==> config.mk <==
export PLATFORM = sky130hd
export DESIGN_NAME = iob_clint_arbiter
export DESIGN_NICKNAME = d
export VERILOG_FILES = /design/src/rtl/iob_clint_arbiter.sv
export SDC_FILE = /design/constraint.sdc
export NUM_CORES = 1
export LEC_CHECK = 0
export BUFFER_PORTS_ARGS = -buffer_cell sky130_fd_sc_hd__buf_2
export CORE_AREA = 2 2 90 92
export DETAILED_ROUTE_END_ITERATION = 10
export DIE_AREA = 0 0 92 94
export GPL_TIMING_DRIVEN = 0
export PLACE_DENSITY = 0.66
export SLEW_MARGIN = 20
export SYNTH_ARGS = -nofsm -noshare
export SYNTH_HDL_FRONTEND = slang
export SYNTH_SLANG_ARGS = --single-unit
==> constraint.sdc <==
create_clock -name clk_i -period 2.1 [get_ports clk_i]
set_clock_uncertainty 0.15 [all_clocks]
set_input_delay 0.315 -clock clk_i [delete_from_list [all_inputs] [get_ports clk_i]]
set_output_delay 0.315 -clock clk_i [all_outputs]
set_load 0.005 [all_outputs]
==> src/rtl/iob_clint_arbiter.sv <==
// Round-robin arbiter sharing one IOb slave port (the CLINT) among N_REQ requesters.
// Serialises transactions, routes read responses to their issuer and answers timed-out reads with an error.
module iob_clint_arbiter #(
    parameter int N_REQ   = 2,
    parameter int ADDR_W  = 16,
    parameter int DATA_W  = 32,
    parameter int TIMEOUT = 255
) (
    input  logic                      clk_i,
    input  logic                      rst_i,
    input  logic [N_REQ-1:0]          m_avalid_i,
    input  logic [N_REQ*ADDR_W-1:0]   m_addr_i,
    input  logic [N_REQ*DATA_W-1:0]   m_wdata_i,
    input  logic [N_REQ*DATA_W/8-1:0] m_wstrb_i,
    output logic [N_REQ-1:0]          m_ready_o,
    output logic [N_REQ-1:0]          m_rvalid_o,
    output logic [DATA_W-1:0]         m_rdata_o,
    output logic [N_REQ-1:0]          m_err_o,
    output logic                      s_avalid_o,
    output logic [ADDR_W-1:0]         s_addr_o,
    output logic [DATA_W-1:0]         s_wdata_o,
    output logic [DATA_W/8-1:0]       s_wstrb_o,
    input  logic                      s_ready_i,
    input  logic                      s_rvalid_i,
    input  logic [DATA_W-1:0]         s_rdata_i,
    output logic [N_REQ-1:0]          grant_o,
    output logic                      busy_o
);
    localparam int OW = $clog2(N_REQ);
    localparam int TW = $clog2(TIMEOUT + 1);
    localparam int SW = DATA_W / 8;
    localparam logic [OW:0]   NR    = (OW+1)'(N_REQ);
    localparam logic [OW-1:0] LAST  = OW'(N_REQ - 1);
    localparam logic [TW-1:0] TLAST = TW'(TIMEOUT - 1);

    typedef enum logic [1:0] {IDLE, ADDR, RESP} state_t;

    state_t state, state_nxt;
    logic [OW-1:0] owner, owner_nxt, ptr, ptr_nxt, win, owner_inc;
    logic [TW-1:0] tcnt, tcnt_nxt;
    logic [OW:0]   scan;
    logic          any_req, is_write, timeout;
    logic [N_REQ-1:0] owner_oh;

    logic [N_REQ-1:0][ADDR_W-1:0] addr_v;
    logic [N_REQ-1:0][DATA_W-1:0] wdata_v;
    logic [N_REQ-1:0][SW-1:0]     wstrb_v;

    assign addr_v  = m_addr_i;
    assign wdata_v = m_wdata_i;
    assign wstrb_v = m_wstrb_i;

    // Scan from the farthest slot back to ptr so the last hit is the first set bit at or after ptr.
    always_comb begin
        win     = ptr;
        any_req = 1'b0;
        scan    = '0;
        for (int i = N_REQ - 1; i >= 0; i--) begin
            scan = {1'b0, ptr} + (OW+1)'(i);
            if (scan >= NR) scan = scan - NR;
            if (m_avalid_i[scan[OW-1:0]]) begin
                win     = scan[OW-1:0];
                any_req = 1'b1;
            end
        end
    end

    always_comb begin
        owner_oh        = '0;
        owner_oh[owner] = 1'b1;
    end

    assign owner_inc = (owner == LAST) ? '0 : owner + OW'(1);
    assign is_write  = |wstrb_v[owner];
    assign timeout   = (tcnt == TLAST);

    always_ff @(posedge clk_i) begin
        if (rst_i) begin
            state <= IDLE;
            owner <= '0;
            ptr   <= '0;
            tcnt  <= '0;
        end else begin
            state <= state_nxt;
            owner <= owner_nxt;
            ptr   <= ptr_nxt;
            tcnt  <= tcnt_nxt;
        end
    end

    always_comb begin
        state_nxt = state;
        owner_nxt = owner;
        ptr_nxt   = ptr;
        tcnt_nxt  = tcnt;
        case (state)
            IDLE: if (any_req) begin
                owner_nxt = win;
                state_nxt = ADDR;
            end
            ADDR: begin
                // An abandoned request leaves the priority pointer where it was.
                if (!m_avalid_i[owner]) begin
                    state_nxt = IDLE;
                end else if (s_ready_i) begin
                    if (is_write) begin
                        ptr_nxt   = owner_inc;
                        state_nxt = IDLE;
                    end else begin
                        tcnt_nxt  = '0;
                        state_nxt = RESP;
                    end
                end
            end
            RESP: begin
                if (s_rvalid_i || timeout) begin
                    ptr_nxt   = owner_inc;
                    state_nxt = IDLE;
                end else begin
                    tcnt_nxt = tcnt + TW'(1);
                end
            end
            default: state_nxt = IDLE;
        endcase
    end

    // Outputs are masked during reset so an abandoned transaction produces no handshake.
    always_comb begin
        m_ready_o  = '0;
        m_rvalid_o = '0;
        m_rdata_o  = '0;
        m_err_o    = '0;
        s_avalid_o = 1'b0;
        s_addr_o   = '0;
        s_wdata_o  = '0;
        s_wstrb_o  = '0;
        grant_o    = '0;
        busy_o     = 1'b0;
        if (!rst_i) begin
            case (state)
                ADDR: begin
                    s_avalid_o = m_avalid_i[owner];
                    s_addr_o   = addr_v[owner];
                    s_wdata_o  = wdata_v[owner];
                    s_wstrb_o  = wstrb_v[owner];
                    m_ready_o  = s_ready_i ? owner_oh : '0;
                    grant_o    = owner_oh;
                    busy_o     = 1'b1;
                end
                RESP: begin
                    grant_o = owner_oh;
                    busy_o  = 1'b1;
                    if (s_rvalid_i) begin
                        m_rvalid_o = owner_oh;
                        m_rdata_o  = s_rdata_i;
                    end else if (timeout) begin
                        m_rvalid_o = owner_oh;
                        m_err_o    = owner_oh;
                    end
                end
                default: ;
            endcase
        end
    end
endmodule
**Word-level counts from Yosys, hierarchy flattened**

Cells that the tools add are included.

- Multiplexer cells: 62
- $lt $le $gt $ge: 6
- Add/sub/neg operators: 5
- Reductions and logical operators: 10
- Equality and inequality tests: 11

Operator list:

| operator | count |
|---|---|
| 32-bit 2-to-1 mux | 7 |
| 16-bit 2-to-1 mux | 4 |
| 2-bit 2-to-1 mux | 17 |
| 8-bit 2-to-1 mux | 4 |
| 1-bit 2-to-1 mux | 22 |
| 4-bit 2-to-1 mux | 4 |
| 8-bit one-hot mux with 2 select lines | 1 |
| 2-bit != test (second input constant) | 7 |
| 5-bit AND reduction | 2 |
| 8-bit by 1-bit adder with 8-bit output (second input constant) | 1 |
| 8-bit equality test (second input constant) | 1 |
| 1-bit by 2-bit < comparator with 1-bit output (second input constant) | 3 |
| 2-bit one-hot mux with 3 select lines | 1 |
| 4-bit OR reduction | 1 |
| 3-bit != test (second input constant) | 1 |
| 3-bit AND reduction | 1 |
| 1-bit by 1-bit adder with 2-bit output (second input constant) | 1 |
| 2-bit by 1-bit equality test with 1-bit output (second input constant) | 1 |
| 2-bit equality test (second input constant) | 1 |
| 1-bit by 2-bit >= comparator with 1-bit output (second input constant) | 1 |
| 2-bit >= comparator (second input constant) | 1 |
| 2-bit zero test | 1 |
| 1-bit one-hot mux with 2 select lines | 1 |
| 2-bit AND reduction | 1 |
| 8 further kinds | 9 |

- Word-level logic and storage cells: 98
- Bits of input ports: 142
- Output and inout bits: 94
- Register bits after elaboration: 12

**Longest topological paths before layout**

- Word-level depth: 9
- Gate-level depth with buffers: 7
- Depth with buffers taken out: 7

**Least setup slack after synthesis**

Ideal clock, no wire load.

- Path type: register to register
- Start: register tcnt[0]
- End: register state[1]
- Setup slack: 0.134 ns
- Path buffers: 0
- Period minus slack after synthesis: 1.966 ns
- Cell stages (with the launch flop): 8
- Arrival time: 1.745 ns
- Setup time: 0.071 ns
- Required time: 1.879 ns
- Cell sequence: dfxtp_1 inv_1 ha_1 nand4_1 o211a_4 a211o_1 or4b_1 a21oi_1

- Cells in the longest elaborated chain, start to end: 4

Ends and longest elaborated chain:

| element | line | source |
|---|---|---|
| from (decl) | 40 | `logic [TW-1:0] tcnt, tcnt_nxt;` |
| from (signal assigned) | 87 | `tcnt <= tcnt_nxt;` |
| 8-bit equality test | 75 | `assign timeout = (tcnt == TLAST);` |
| 1-bit logical OR | 116 | `if (s_rvalid_i \|\| timeout) begin` |
| 2-bit != test (no line) | - |  |
| 3-bit AND reduction (no line) | - |  |
| to (signal assigned) | 84 | `state <= state_nxt;` |
| to (decl) | 38 | `state_t state, state_nxt;` |

No other way between the ends.
A chain may end at the register's enable or synchronous reset.

**Worst setup path after layout**

Same ends and word-level chain as after synthesis.

==> results.py <==
metrics = {
    "placement": {
        "io_buffers": 235,
        "gp_congestion": 0.847,
        "place_area_um2": 3140,
        "post-dp-hpwl_um": 6900,
    },
    "logic_synthesis": {
        "yosysSeqAreaShare_pct": 13.1,
        "synth.most_common_cell": "nor2_1",
        "synth_ff_type": "dfxtp_1",
        "syn_nets": 406,
        "avgSynthCellArea_um2": 7.09,
        "synthArstFlopShare_pct": 0,
        "synth_area_leaders": "mux2i_1, dfxtp_1, nor2_1",
        "yosysTopAreaCell": "mux2i_1",
        "synth_edf_count": 0,
        "synth_seq_cells": 12,
        "synth_common_cells": "nor2_1, mux2i_1, and2_1, clkbuf_1, dfxtp_1",
        "synth.top_cell.area_share_pct": 28.9,
        "yosys_warnings": 0,
        "syn_inst": 259,
        "synth_cell_types": 36,
        "syn_area_um2": 1840,
    },
    "grt": {
        "grt_max_degree": 11,
        "gr-usage-met3_pct": 3.21,
        "top_usage_layer": "met2",
        "groute.usage.overall_pct": 17.2,
        "grt_pass1_vias": 2684,
        "use_met1_pct": 20.6,
        "met2_usage_pct": 32.1,
        "grt_pass1_wl_um": 12200,
        "antenna_found_initial": 0,
        "overflow": 0,
    },
    "layout": {
        "drive_above_1_share_pct": 60.7,
        "diodes": 0,
        "fin_area_um2": 3570,
        "fin_nets": 660,
        "area_delta_synth_final_pct": 94.2,
    },
    "sta": {
        "rsz0062_at_grt": "true",
        "maxSlewHeadroom_pct": 64.2,
        "setup_viol": 0,
        "worst_pin_slew_ns": 0.537,
        "hold_slack_ns": 0.193,
        "min_period_ns": 2.10,
        "fin_crit_sh_pct": 99.9,
        "slew_violations": 0,
        "max_freq_ghz": 0.477,
        "hold_violations": 0,
    },
    "worst_setup_path": {
        "startpoint_type": "flip-flop",
        "cp.arrival_ns": 2.13,
        "ff2ff_setup_slack_ns": 0.002,
        "r2r-end": "state[1]",
        "crit-reg2reg-launch": "tcnt[0]",
        "critPathMaxFanout": 5,
        "r2r_cells": 7,
        "critical_path_class": "reg2reg",
        "crit_path_end_kind": "flip-flop",
        "required_ns": 2.13,
    },
    "power": {
        "power_density_nw_per_um2": 280,
        "p_leak_nw": 1.91,
        "max-vdd-ir-drop_v": 0.000170,
        "fin_total_pwr_mw": 1.00,
    },
    "drt": {
        "drt_iter0_drc": 41,
        "drt_wl_total_um": 8690,
        "drc": 0,
        "dr.pass1.iters": 5,
        "avgRoutedWirePerCell_um": 14.2,
        "vias": 2892,
        "postRouteAntennaNets": 0,
        "avgViaCountPerCell": 4.71,
    },
    "cts": {
        "clock_sinks": 12,
        "htreeDepth": 1,
        "cts.reportedPaths.clkPinSlew_ns": 0.06,
        "numCtsBuffers": 3,
        "insertion_delay_ns": 0.25,
        "cts.path.max_buffers": 2,
        "root_buffer": "clkbuf_8",
        "tritoncts": "done",
        "cts.hold.buffers_added": 0,
    },
    "hold_path": {
        "hp-start": "rst_i",
        "hold_class": "in2reg",
        "min_to": "tcnt[6]",
        "timing.hold.worst_path_depth": 2,
    },
    "die": {
        "die_h_um": 94,
        "die_x_um": 92,
        "num_rows": 32,
        "core-area_um2": 7610,
        "start_util_pct": 24.1,
        "io_pins": 236,
        "die-area_um2": 8650,
    },
    "flow_run": {
        "maxCapViolations": 0,
    },
    "outcome": {
        "status": "finished, final reports clean",
    },
}
## where the power goes
part / switching (mW) / internal, mW / total (mW) / leakage [nW]
Combinational: 0.238 / 0.255 / 0.493 / 1.78
Sequential: 0.00565 / 0.234 / 0.239 / 0.0992
Clock: 0.101 / 0.166 / 0.268 / 0.0288
## worst max-delay path, cell delays in order, from the launching register on
cell and delay, ns:
dfxtp_2 0.32, inv_2 0.07, ha_4 0.12, nand4_1 0.13, o211a_4 0.31, a211o_1 0.30
or4b_4 0.49, a21oi_2 0.13
## layer usage
metal / vias up / share of wire (%) / wire length [um]
met1: 1323 / 40 / 3480
li1: 1407 / - / -
met2: 155 / 52 / 4490
met5: - / 0 / 0
met3: 7 / 7.6 / 665
met4: 0 / 0.70 / 61
## what timing repair did
| action | 4_1_cts | 5_1_grt |
|---|---|---|
| gates cloned | 2 | 0 |
| pin swaps | 6 | 6 |
| gates resized for setup | 47 | 38 |
| setup endpoints to repair | 95 | 52 |
| setup buffers | 6 | 6 |
## worst max-delay path by stage
stage                    endpoint  slack, ns      from  cells after the start
finish                   state[1]      0.002   tcnt[0]                      7
global route             state[1]      -0.06   tcnt[0]                      7
CTS                  m_rdata_o[9]      -0.03  state[0]                      8
detailed placement  m_rdata_o[23]      -0.39  state[0]                      8
global placement    m_rdata_o[23]      -0.34  state[0]                      8
floorplan                state[1]       0.13   tcnt[0]                      7
## logic make-up (layout without fill, tap and decap cells)
logic type | count (synthesis) | count (layout) | share of synthesized area, %
flops | 12 | 12 | 13.1
fa+ha+maj | 5 | 5 | 3.41
simple gates | 136 | 136 | 37.1
mux | 54 | 54 | 30.1
buf+inv | 24 | 277 | 5.31
compound gates | 28 | 28 | 11.0
## state kept, by name, summed over array words and instances (netlist names)
signal	cells
owner	1
ptr	1
state	2
tcnt	8
## placed cells by master, fill, tap and decap left out, types with 2 or more instances in the layout
master / synthesis / routed
buf_8: 0 / 6
dfxtp_2: 0 / 3
a21oi_1: 6 / 5
nand3_1: 5 / 5
buf_2: 0 / 234
o41ai_1: 4 / 4
o21ai_0: 6 / 6
nand2_1: 8 / 5
mux2i_1: 53 / 53
dfxtp_1: 12 / 8
nand4b_1: 2 / 2
or3_1: 2 / 2
nor2_1: 62 / 60
ha_1: 5 / 2
buf_6: 1 / 3
o311ai_1: 0 / 2
buf_4: 0 / 10
nor3_2: 0 / 3
ha_4: 0 / 3
clkbuf_8: 0 / 4
and2_4: 0 / 13
nor2b_1: 4 / 3
nand2_4: 0 / 2
inv_1: 7 / 5
clkbuf_2: 0 / 10
nor3b_1: 2 / 2
nor2_4: 0 / 2
and2_1: 37 / 24
## per-stage QoR
step	std cells	TNS, ns	setup slack (ns)	util [%]
CTS	608	-0.200	-0.0264	44.6
detailed placement	596	-10.60	-0.385	41.3
global placement	596	-8.79	-0.343	41.3
finish	614	0	0.00247	46.9
floorplan	259	0	0.134	-
global route	614	-0.229	-0.0622	46.9
## final cells by class
type	instances	area (um2)
multi-input cells	223	1660
inverters	7	28.8
repair buffers	249	1320
clock buffers	4	55.1
fillers	788	4040
well taps	102	128
plain buffers	17	133
flip-flops and latches	12	248
No activity file was read; power rests on OpenSTA's default activity.
